--- config.mk ---
export PLATFORM = sky130hd
export DESIGN_NAME = rio_link_rx_align_n
export DESIGN_NICKNAME = d
export VERILOG_FILES = /design/src/rtl/rio_link_rx_align_n.sv
export SDC_FILE = /design/constraint.sdc
export NUM_CORES = 1
export LEC_CHECK = 0
export ABC_AREA = 1
export CAP_MARGIN = 20
export CELL_PAD_IN_SITES_DETAIL_PLACEMENT = 0
export CELL_PAD_IN_SITES_GLOBAL_PLACEMENT = 1
export CORE_UTILIZATION = 40
export CTS_CLUSTER_DIAMETER = 80
export CTS_CLUSTER_SIZE = 16
export DETAILED_ROUTE_END_ITERATION = 16
export GPL_TIMING_DRIVEN = 0
export PLACE_DENSITY_LB_ADDON = 0.1
export SLEW_MARGIN = 10
export SYNTH_ARGS = -nofsm -noshare
export SYNTH_HDL_FRONTEND = slang
export SYNTH_SLANG_ARGS = --single-unit
export TNS_END_PERCENT = 20
--- constraint.sdc ---
create_clock -name clk -period 4.8 [get_ports clk]
set_clock_uncertainty 0.2 [all_clocks]
set_input_delay 1.44 -clock clk [delete_from_list [all_inputs] [get_ports clk]]
set_output_delay 1.44 -clock clk [all_outputs]
set_load 0.005 [all_outputs]
--- src/rtl/rio_link_rx_align_n.sv ---
// RX comma aligner: finds the K28.5 byte lane in the raw GTP word and
// rotates the stream so the comma always lands on lane 0. A lock filter
// needs several commas on the same lane to acquire lock. Lock is dropped
// after repeated wrong-lane commas or after a long gap without an aligned comma.
module rio_link_rx_align_n #(
  parameter int         BYTES         = 2,
  parameter logic [7:0] COMMA_CHAR    = 8'hBC,
  parameter int         LOCK_CNT      = 3,
  parameter int         UNLOCK_CNT    = 3,
  parameter int         COMMA_TIMEOUT = 1024,
  localparam int        OFS_W         = (BYTES > 1) ? $clog2(BYTES) : 1
) (
  input  logic                 clk,
  input  logic                 rst,
  input  logic [8*BYTES-1:0]   i_rx_data,
  input  logic [BYTES-1:0]     i_rx_isk,
  output logic [8*BYTES-1:0]   o_rx_data,
  output logic [BYTES-1:0]     o_rx_isk,
  output logic                 o_locked,
  output logic [OFS_W-1:0]     o_offset,
  output logic                 o_realign
);

  localparam int CNT_W = $clog2(LOCK_CNT + 1);
  localparam int ERR_W = $clog2(UNLOCK_CNT + 1);
  localparam int TMR_W = (COMMA_TIMEOUT > 0) ? $clog2(COMMA_TIMEOUT + 1) : 1;

  localparam logic [CNT_W-1:0] CNT_LIM = CNT_W'(LOCK_CNT);
  localparam logic [ERR_W-1:0] ERR_LIM = ERR_W'(UNLOCK_CNT);
  localparam logic [TMR_W-1:0] TMR_LIM = TMR_W'(COMMA_TIMEOUT);
  localparam logic [TMR_W-1:0] TMR_MAX = {TMR_W{1'b1}};

  typedef enum logic [1:0] {
    ST_HUNT   = 2'd0,
    ST_VERIFY = 2'd1,
    ST_LOCKED = 2'd2
  } state_t;

  state_t               r_state;
  state_t               w_state_next;
  logic [OFS_W-1:0]     r_cand;
  logic [OFS_W-1:0]     w_cand_next;
  logic [CNT_W-1:0]     r_cnt;
  logic [CNT_W-1:0]     w_cnt_next;
  logic [CNT_W-1:0]     w_cnt_inc;
  logic [ERR_W-1:0]     r_err;
  logic [ERR_W-1:0]     w_err_next;
  logic [ERR_W-1:0]     w_err_inc;
  logic [TMR_W-1:0]     r_tmr;
  logic [TMR_W-1:0]     w_tmr_next;
  logic [TMR_W-1:0]     w_tmr_inc;
  logic [OFS_W-1:0]     r_offset;
  logic [OFS_W-1:0]     w_ofs_next;
  logic                 w_acquire;

  logic [8*BYTES-1:0]   r_prev_data;
  logic [BYTES-1:0]     r_prev_isk;
  logic [8*BYTES-1:0]   r_rx_data;
  logic [BYTES-1:0]     r_rx_isk;
  logic                 r_locked;
  logic                 r_realign;

  logic [16*BYTES-1:0]  w_cat_data;
  logic [2*BYTES-1:0]   w_cat_isk;
  logic [8*BYTES-1:0]   w_rot_data;
  logic [BYTES-1:0]     w_rot_isk;
  logic [BYTES-1:0]     w_comma;
  logic [OFS_W-1:0]     w_first;
  logic                 w_any;
  logic                 w_aligned;
  logic                 w_cand_hit;

  // Per-lane comma detection and lowest-lane priority pick.
  always_comb begin
    w_first = '0;
    for (int k = 0; k < BYTES; k++) begin
      w_comma[k] = i_rx_isk[k] & (i_rx_data[8*k +: 8] == COMMA_CHAR);
    end
    for (int k = BYTES - 1; k >= 0; k--) begin
      if (w_comma[k]) begin
        w_first = OFS_W'(k);
      end else begin
        w_first = w_first;
      end
    end
    w_any      = |w_comma;
    w_aligned  = w_comma[r_offset];
    w_cand_hit = w_comma[r_cand];
  end

  // Rotate the {current, previous} word pair by the applied offset.
  always_comb begin
    w_cat_data = {i_rx_data, r_prev_data};
    w_cat_isk  = {i_rx_isk, r_prev_isk};
    for (int j = 0; j < BYTES; j++) begin
      w_rot_data[8*j +: 8] = w_cat_data[8*(j + int'(r_offset)) +: 8];
      w_rot_isk[j]         = w_cat_isk[j + int'(r_offset)];
    end
  end

  // Saturating increments for the lock filter counters.
  always_comb begin
    w_cnt_inc = (r_cnt == CNT_LIM) ? r_cnt : r_cnt + CNT_W'(1);
    w_err_inc = (r_err == ERR_LIM) ? r_err : r_err + ERR_W'(1);
    w_tmr_inc = (r_tmr == TMR_MAX) ? r_tmr : r_tmr + TMR_W'(1);
  end

  // Lock filter next-state: hunt for a lane, verify it, then police it.
  always_comb begin
    w_state_next = r_state;
    w_cand_next  = r_cand;
    w_cnt_next   = r_cnt;
    w_err_next   = r_err;
    w_tmr_next   = r_tmr;
    w_ofs_next   = r_offset;
    w_acquire    = 1'b0;
    case (r_state)
      ST_HUNT: begin
        if (w_any) begin
          w_cand_next = w_first;
          w_cnt_next  = CNT_W'(1);
          if (LOCK_CNT == 1) begin
            w_state_next = ST_LOCKED;
            w_ofs_next   = w_first;
            w_acquire    = 1'b1;
            w_err_next   = '0;
            w_tmr_next   = '0;
          end else begin
            w_state_next = ST_VERIFY;
          end
        end else begin
          w_state_next = ST_HUNT;
        end
      end
      ST_VERIFY: begin
        if (w_cand_hit) begin
          w_cnt_next = w_cnt_inc;
          if (w_cnt_inc == CNT_LIM) begin
            w_state_next = ST_LOCKED;
            w_ofs_next   = r_cand;
            w_acquire    = 1'b1;
            w_err_next   = '0;
            w_tmr_next   = '0;
          end else begin
            w_state_next = ST_VERIFY;
          end
        end else if (w_any) begin
          w_cand_next = w_first;
          w_cnt_next  = CNT_W'(1);
        end else begin
          w_state_next = ST_VERIFY;
        end
      end
      ST_LOCKED: begin
        if (w_aligned) begin
          // An aligned comma wins even if a wrong-lane comma shares the word.
          w_err_next = '0;
          w_tmr_next = '0;
        end else begin
          // Any word without an aligned comma advances the timeout.
          w_tmr_next = w_tmr_inc;
          if (w_any) begin
            w_err_next = w_err_inc;
          end else begin
            w_err_next = r_err;
          end
          if ((w_any && (w_err_inc == ERR_LIM)) ||
              ((COMMA_TIMEOUT != 0) && (w_tmr_inc == TMR_LIM))) begin
            w_state_next = ST_HUNT;
            w_cnt_next   = '0;
            w_err_next   = '0;
            w_tmr_next   = '0;
          end else begin
            w_state_next = ST_LOCKED;
          end
        end
      end
      default: begin
        w_state_next = ST_HUNT;
        w_cnt_next   = '0;
        w_err_next   = '0;
        w_tmr_next   = '0;
      end
    endcase
  end

  // State, counters, datapath pipe and registered outputs.
  always_ff @(posedge clk) begin
    if (rst) begin
      r_state     <= ST_HUNT;
      r_cand      <= '0;
      r_cnt       <= '0;
      r_err       <= '0;
      r_tmr       <= '0;
      r_offset    <= '0;
      r_prev_data <= {BYTES{COMMA_CHAR}};
      r_prev_isk  <= '1;
      r_rx_data   <= '0;
      r_rx_isk    <= '1;
      r_locked    <= 1'b0;
      r_realign   <= 1'b0;
    end else begin
      r_state     <= w_state_next;
      r_cand      <= w_cand_next;
      r_cnt       <= w_cnt_next;
      r_err       <= w_err_next;
      r_tmr       <= w_tmr_next;
      r_offset    <= w_ofs_next;
      r_prev_data <= i_rx_data;
      r_prev_isk  <= i_rx_isk;
      r_rx_data   <= w_rot_data;
      r_rx_isk    <= w_rot_isk;
      r_locked    <= (w_state_next == ST_LOCKED);
      r_realign   <= w_acquire && (w_ofs_next != r_offset);
    end
  end

  assign o_rx_data = r_rx_data;
  assign o_rx_isk  = r_rx_isk;
  assign o_locked  = r_locked;
  assign o_offset  = r_offset;
  assign o_realign = r_realign;

endmodule

# [Word-level counts from Yosys, hierarchy flattened]
# Index checks and enable logic that the tools add are counted.
[word_totals] in_bits=20 latch_bits=0 rom_bits=0 regBits=57 ram_bits=0 n_memories=0 elab_cells=99
[op_classes] n_reduce_logical=10 mux=46 add_sub_neg=4 div=0 n_shift=2 bitwise_logic=3 n_eq_ne=18 n_lt_le_gt_ge=4 mul=0
[op_table] op="2-to-1 mux 11 bit" n=5
[op_table] op="one-hot mux 11 bit (3 select lines)" n=1
[op_table] op="2-to-1 mux 2 bit" n=16
[op_table] op="indexed part select 32 x 32 -> 8 bit" n=1
[op_table] op="indexed part select 32 x 5 -> 8 bit" n=1
[op_table] op="== test 11 bit (second input constant)" n=2
[op_table] op="2-to-1 mux 1 bit" n=19
[op_table] op="one-hot mux 2 bit (3 select lines)" n=3
[op_table] op="== test 8 bit (second input constant)" n=2
[op_table] op="== test 2 bit (second input constant)" n=6
[op_table] op="adder 11 x 1 -> 11 bit (second input constant)" n=1
[op_table] op="inequality test 2 bit (second input constant)" n=5
[op_table] op="adder 2 x 1 -> 2 bit (second input constant)" n=2
[op_table] op="< comparator 1 x 2 -> 1 bit (second input constant)" n=2
[op_table] op="inequality test 4 bit (second input constant)" n=1
[op_table] op="AND reduction 2 bit" n=2
[op_table] op="AND reduction 4 bit" n=1
[op_table] op="< comparator 1 x 3 -> 1 bit (second input constant)" n=1
[op_table] op="< comparator 2 x 3 -> 1 bit (second input constant)" n=1
[op_table] op="AND reduction 3 bit" n=1
[op_table] op="adder 1 x 1 -> 2 bit (first input constant)" n=1
[op_table] op="AND 1 bit" n=2
[op_table] op="binary-select mux 1 bit (select 2 bit)" n=1
[op_table] op="== test 2 x 1 -> 1 bit (second input constant)" n=1
[op_table] op="other kinds (8)" n=9

# [Logic depth before layout (Yosys ltp)]
[depth] depth_word=9 mapped_depth=14 depth_no_buf=14

# [Least setup slack after synthesis]
# Ideal clock, no wire load.
[synth_path] kind="in2reg" startpoint="input port i_rx_data[7]" endpoint="register r_tmr[10]" setup_slack_ns=1.998 n_path_buf=1 path_stages=10 arrival_time_ns=2.532 required_time_ns=4.529 setup_time_ns=0.071 cell_sequence="inv_1 > nor3_1 > nand3_1 > nand2_1 > nand2_1 > nor2_1 > a21oi_1 > clkbuf_1 > nand2_1 > a21oi_1"
[synth_between] elab_chain_cells=8
[synth_lines] element="from (decl)" line="15" rtl="input logic [8*BYTES-1:0] i_rx_data,"
[synth_lines] element="== test 8 bit (*)" line="77" rtl="w_comma[k] = i_rx_isk[k] & (i_rx_data[8*k +: 8] == COMMA_CHAR);"
[synth_lines] element="AND 1 bit (*)" line="77"
[synth_lines] element="OR reduction 2 bit" line="86" rtl="w_any = |w_comma;"
[synth_lines] element="logical AND 1 bit" line="167" rtl="if ((w_any && (w_err_inc == ERR_LIM)) ||"
[synth_lines] element="logical OR 1 bit" line="167"
[synth_lines] element="2-to-1 mux 11 bit" line="167"
[synth_lines] element="2-to-1 mux 11 bit" line="155" rtl="if (w_aligned) begin"
[synth_lines] element="one-hot mux 11 bit (3 select lines)" line="117" rtl="case (r_state)"
[synth_lines] element="to (signal assigned)" line="207" rtl="r_tmr <= w_tmr_next;"
[synth_lines] element="to (decl)" line="49" rtl="logic [TMR_W-1:0] r_tmr;"
# Every way passes the cells marked *; elsewhere a longest branch is shown, timed or not. The select of a mux whose other input is x is not followed.
# A chain may end at the register's enable or synchronous reset.

# [Final worst setup path]
[layout_path] startpoint="input port i_rx_data[7]" endpoint="register r_tmr[3]"
# The elaborated chain is that of the path after synthesis.

==> reports/qor.yml <==
outcome: "completed"
wl_um: 5560
synth_simple_gate_area_share_pct: 30.1
cellLeakagePower_nw: 1.33
start_util_pct: 42.6
wl_per_cell_um: 12.2
cp_cell_sequence: "clkdlybuf4s50_1 -> inv_1 -> nor3_1 -> nand3_1 -> nand2_1 -> nand2_1 -> nor2_1 -> a21oi_1 -> clkbuf_1 -> nand2_1 -> a21oi_1"
hold_path_class: "register to register"
htree_levels: 3
dpl.hpwl_um: 4030
layout_setup_ws_ps: 1420
fmax_mhz: 296
synthMuxAreaShare_pct: 0
die_area_um2: 6360
path_delay_family: "simple AND/OR/NAND/NOR gates"
synth_top_cells_by_count: "nand2_1, dfxtp_1, nor2_1, inv_1"
synth_compound_area_share_pct: 13.3
vias: 2207
critPathMaxStageDelay_ps: 450
crit_path_frequent_cell: "nand2_1"
antenna_found_initial: 0
maxCapViolCount: 0
grt_usage_pct: 19.5
cts.sinks: 57
grt_max_degree: 11
post_synth_instance_area_um2: 2420
die_width_um: 79.8
post_cts_resized: 0
holdWs_ps: 240
yosys-top-cells-area: "dfxtp_1, nand2_1, nor2_1"
crit_buf_inv: 3
power_density_nw_per_um2: 317
max_slew_margin_pct: 62.2
avgSynthCellArea_um2: 7.31
synth_most_common_cell: "nand2_1"
drive_gt1_share_pct: 9.61
async_flop_share_pct: 0
cts_buffers: 9
syn-num-nets: 352
period_minus_slack_ps: 3380
pre_cts_ws_ps: 1090
top_level_ports: 41
cts-root-buf: "clkbuf_8"
cp-start-kind: "input pin"
num-fill-cells: 570
maxSlewViolCount: 0
fp-row-count: 27
dieHeight_um: 79.8
crit_path_end_kind: "register"
regArea_um2: 1140
worst_pin_slew_ps: 568
clk_latency_ps: 330
synth_top_family_by_area: "simple AND/OR/NAND/NOR gates"
cts_hold_buffers: 0
cts_setup_buffers: 0
synth_xor_area_share_pct: 0.362
drcViolationCount: 0
ys_seq_elements: 57
overflow: 0
portBuffers: 39
dr.pass1.iters: 4
finalHoldViolCount: 0
ant_nets: 0
gp_congestion: 0.831
ir_worst_vdd_v: 0.000171
critPathMaxFanout: 10
synth_edf_count: 0
first_global_vias: 2023
synth_top_area_cell: "dfxtp_1"
setup_viol: 0
synth_cells: 331
drtIter0Drc: 92
rsz0062_at_grt: "no"
clkTransAtPathRegs_ps: 70
synth.distinct_cells: 32
grt_pass1_wl_um: 9250
cts_tree: "done"
critical-path-slowest-cell: "clkdlybuf4s50_1"
yosys_warnings: 0
area_growth_pct: 27.5
nets: 402
via_per_inst: 4.83
cp.required_ps: 4790
period_share_pct: 70.4
core_area_um2: 5680
ys.flop_type: "dfxtp_1"
crit_type: "input pin to register"
cp.arrival_ps: 3370
tns_ps: 0
yosysSeqAreaShare_pct: 47.2
cts_buffer_depth: 2
multi_input_area_um2: 1070
antenna_cells: 0
synth_fa_ha_area_share_pct: 0.517
synth_top_area_share_pct: 47.2
[layout by cell type (no fill, tap or decap), drive strengths merged]
master | synthesis | layout
a211oi | 3 | 3
a21oi | 23 | 23
buf | 1 | 1
bufinv | 0 | 1
clkbuf | 9 | 18
clkdlybuf4s50 | 0 | 39
clkinv | 0 | 3
clkinvlp | 0 | 2
dfxtp | 57 | 57
ha | 1 | 1
inv | 44 | 44
nand2 | 72 | 72
nand3 | 25 | 25
nand4 | 4 | 4
nor2 | 49 | 49
nor3 | 5 | 5
o211a | 1 | 1
o211ai | 2 | 2
o21ai | 26 | 26
o21bai | 1 | 1
o221ai | 1 | 1
o22ai | 1 | 1
or2 | 5 | 5
xnor2 | 1 | 1
[logic make-up after synthesis]
kind of cell	after synthesis
and+or+nand+nor	160
AOI/OAI and AO/OA	58
DFF	57
buffers and inverters	54
xor gates and xnor gates	1
adders and majority gates	1
[power by group]
group	switching, mW	internal [mW]	total, mW
Combinational	0.0255	0.0350	0.0605
Clock	0.190	0.234	0.424
Sequential	0.00461	0.490	0.494
Total	0.220	0.758	0.979
[area by class of cell]
| type | count | area share [%] |
|---|---|---|
| sequential | 57 | 37.0 |
| buffer | 10 | 1.26 |
| clock buffer | 9 | 4.02 |
| tap | 72 | 2.92 |
| inverter | 44 | 5.44 |
| multi-input combinational | 220 | 34.7 |
| timing repair buffer | 39 | 12.7 |
| clock inverter | 6 | 1.95 |
[routing by layer]
metal	share of wire, %	routed length, um	global-route usage [%]
met1	53	2920	26.7
met4	1.7	95	9.11
met3	3.5	195	4.57
met5	0	0	0
met2	42	2350	28.8
[tightest hold or removal path, cell delays in order (launching register included)]
cell	delay [ps]
dfxtp_1	310
nand2_1	50
nand3_1	50
[path summary, 6_finish.rpt]
check	from	end	slack [ps]	cells after the start
setup / recovery	i_rx_data[7]	r_tmr[3]$_SDFFE_PP0P_	1420	11
hold / removal	r_prev_isk[0]$_SDFF_PP1_	o_rx_isk[0]$_SDFF_PP1_	240	2
setup reg to reg	r_tmr[0]$_SDFFE_PP0P_	r_tmr[4]$_SDFFE_PP0P_	2580	13
hold reg to reg	r_prev_isk[0]$_SDFF_PP1_	o_rx_isk[0]$_SDFF_PP1_	240	2
[sequential cells by signal, summed over array words and instances (netlist names)]
name         flops
o_rx_data       16
r_prev_data     16
r_tmr           11
o_rx_isk         2
r_cnt            2
r_err            2
r_prev_isk       2
r_state          2
o_locked         1
o_offset         1
o_realign        1
r_cand           1
[per-stage QoR]
| stage | utilization (%) | std cells | area (um^2) | total power [mW] |
|---|---|---|---|---|
| floorplan | - | 331 | 2420 | 0.526 |
| global placement | 51.1 | 442 | 2900 | 0.566 |
| detailed placement | 51.1 | 442 | 2900 | 0.566 |
| CTS | 54.3 | 457 | 3080 | 0.991 |
| global route | 54.3 | 457 | 3080 | 1.02 |
| finish | 54.3 | 457 | 3080 | 0.979 |
Note: power is estimated with default switching activity, not from simulation.
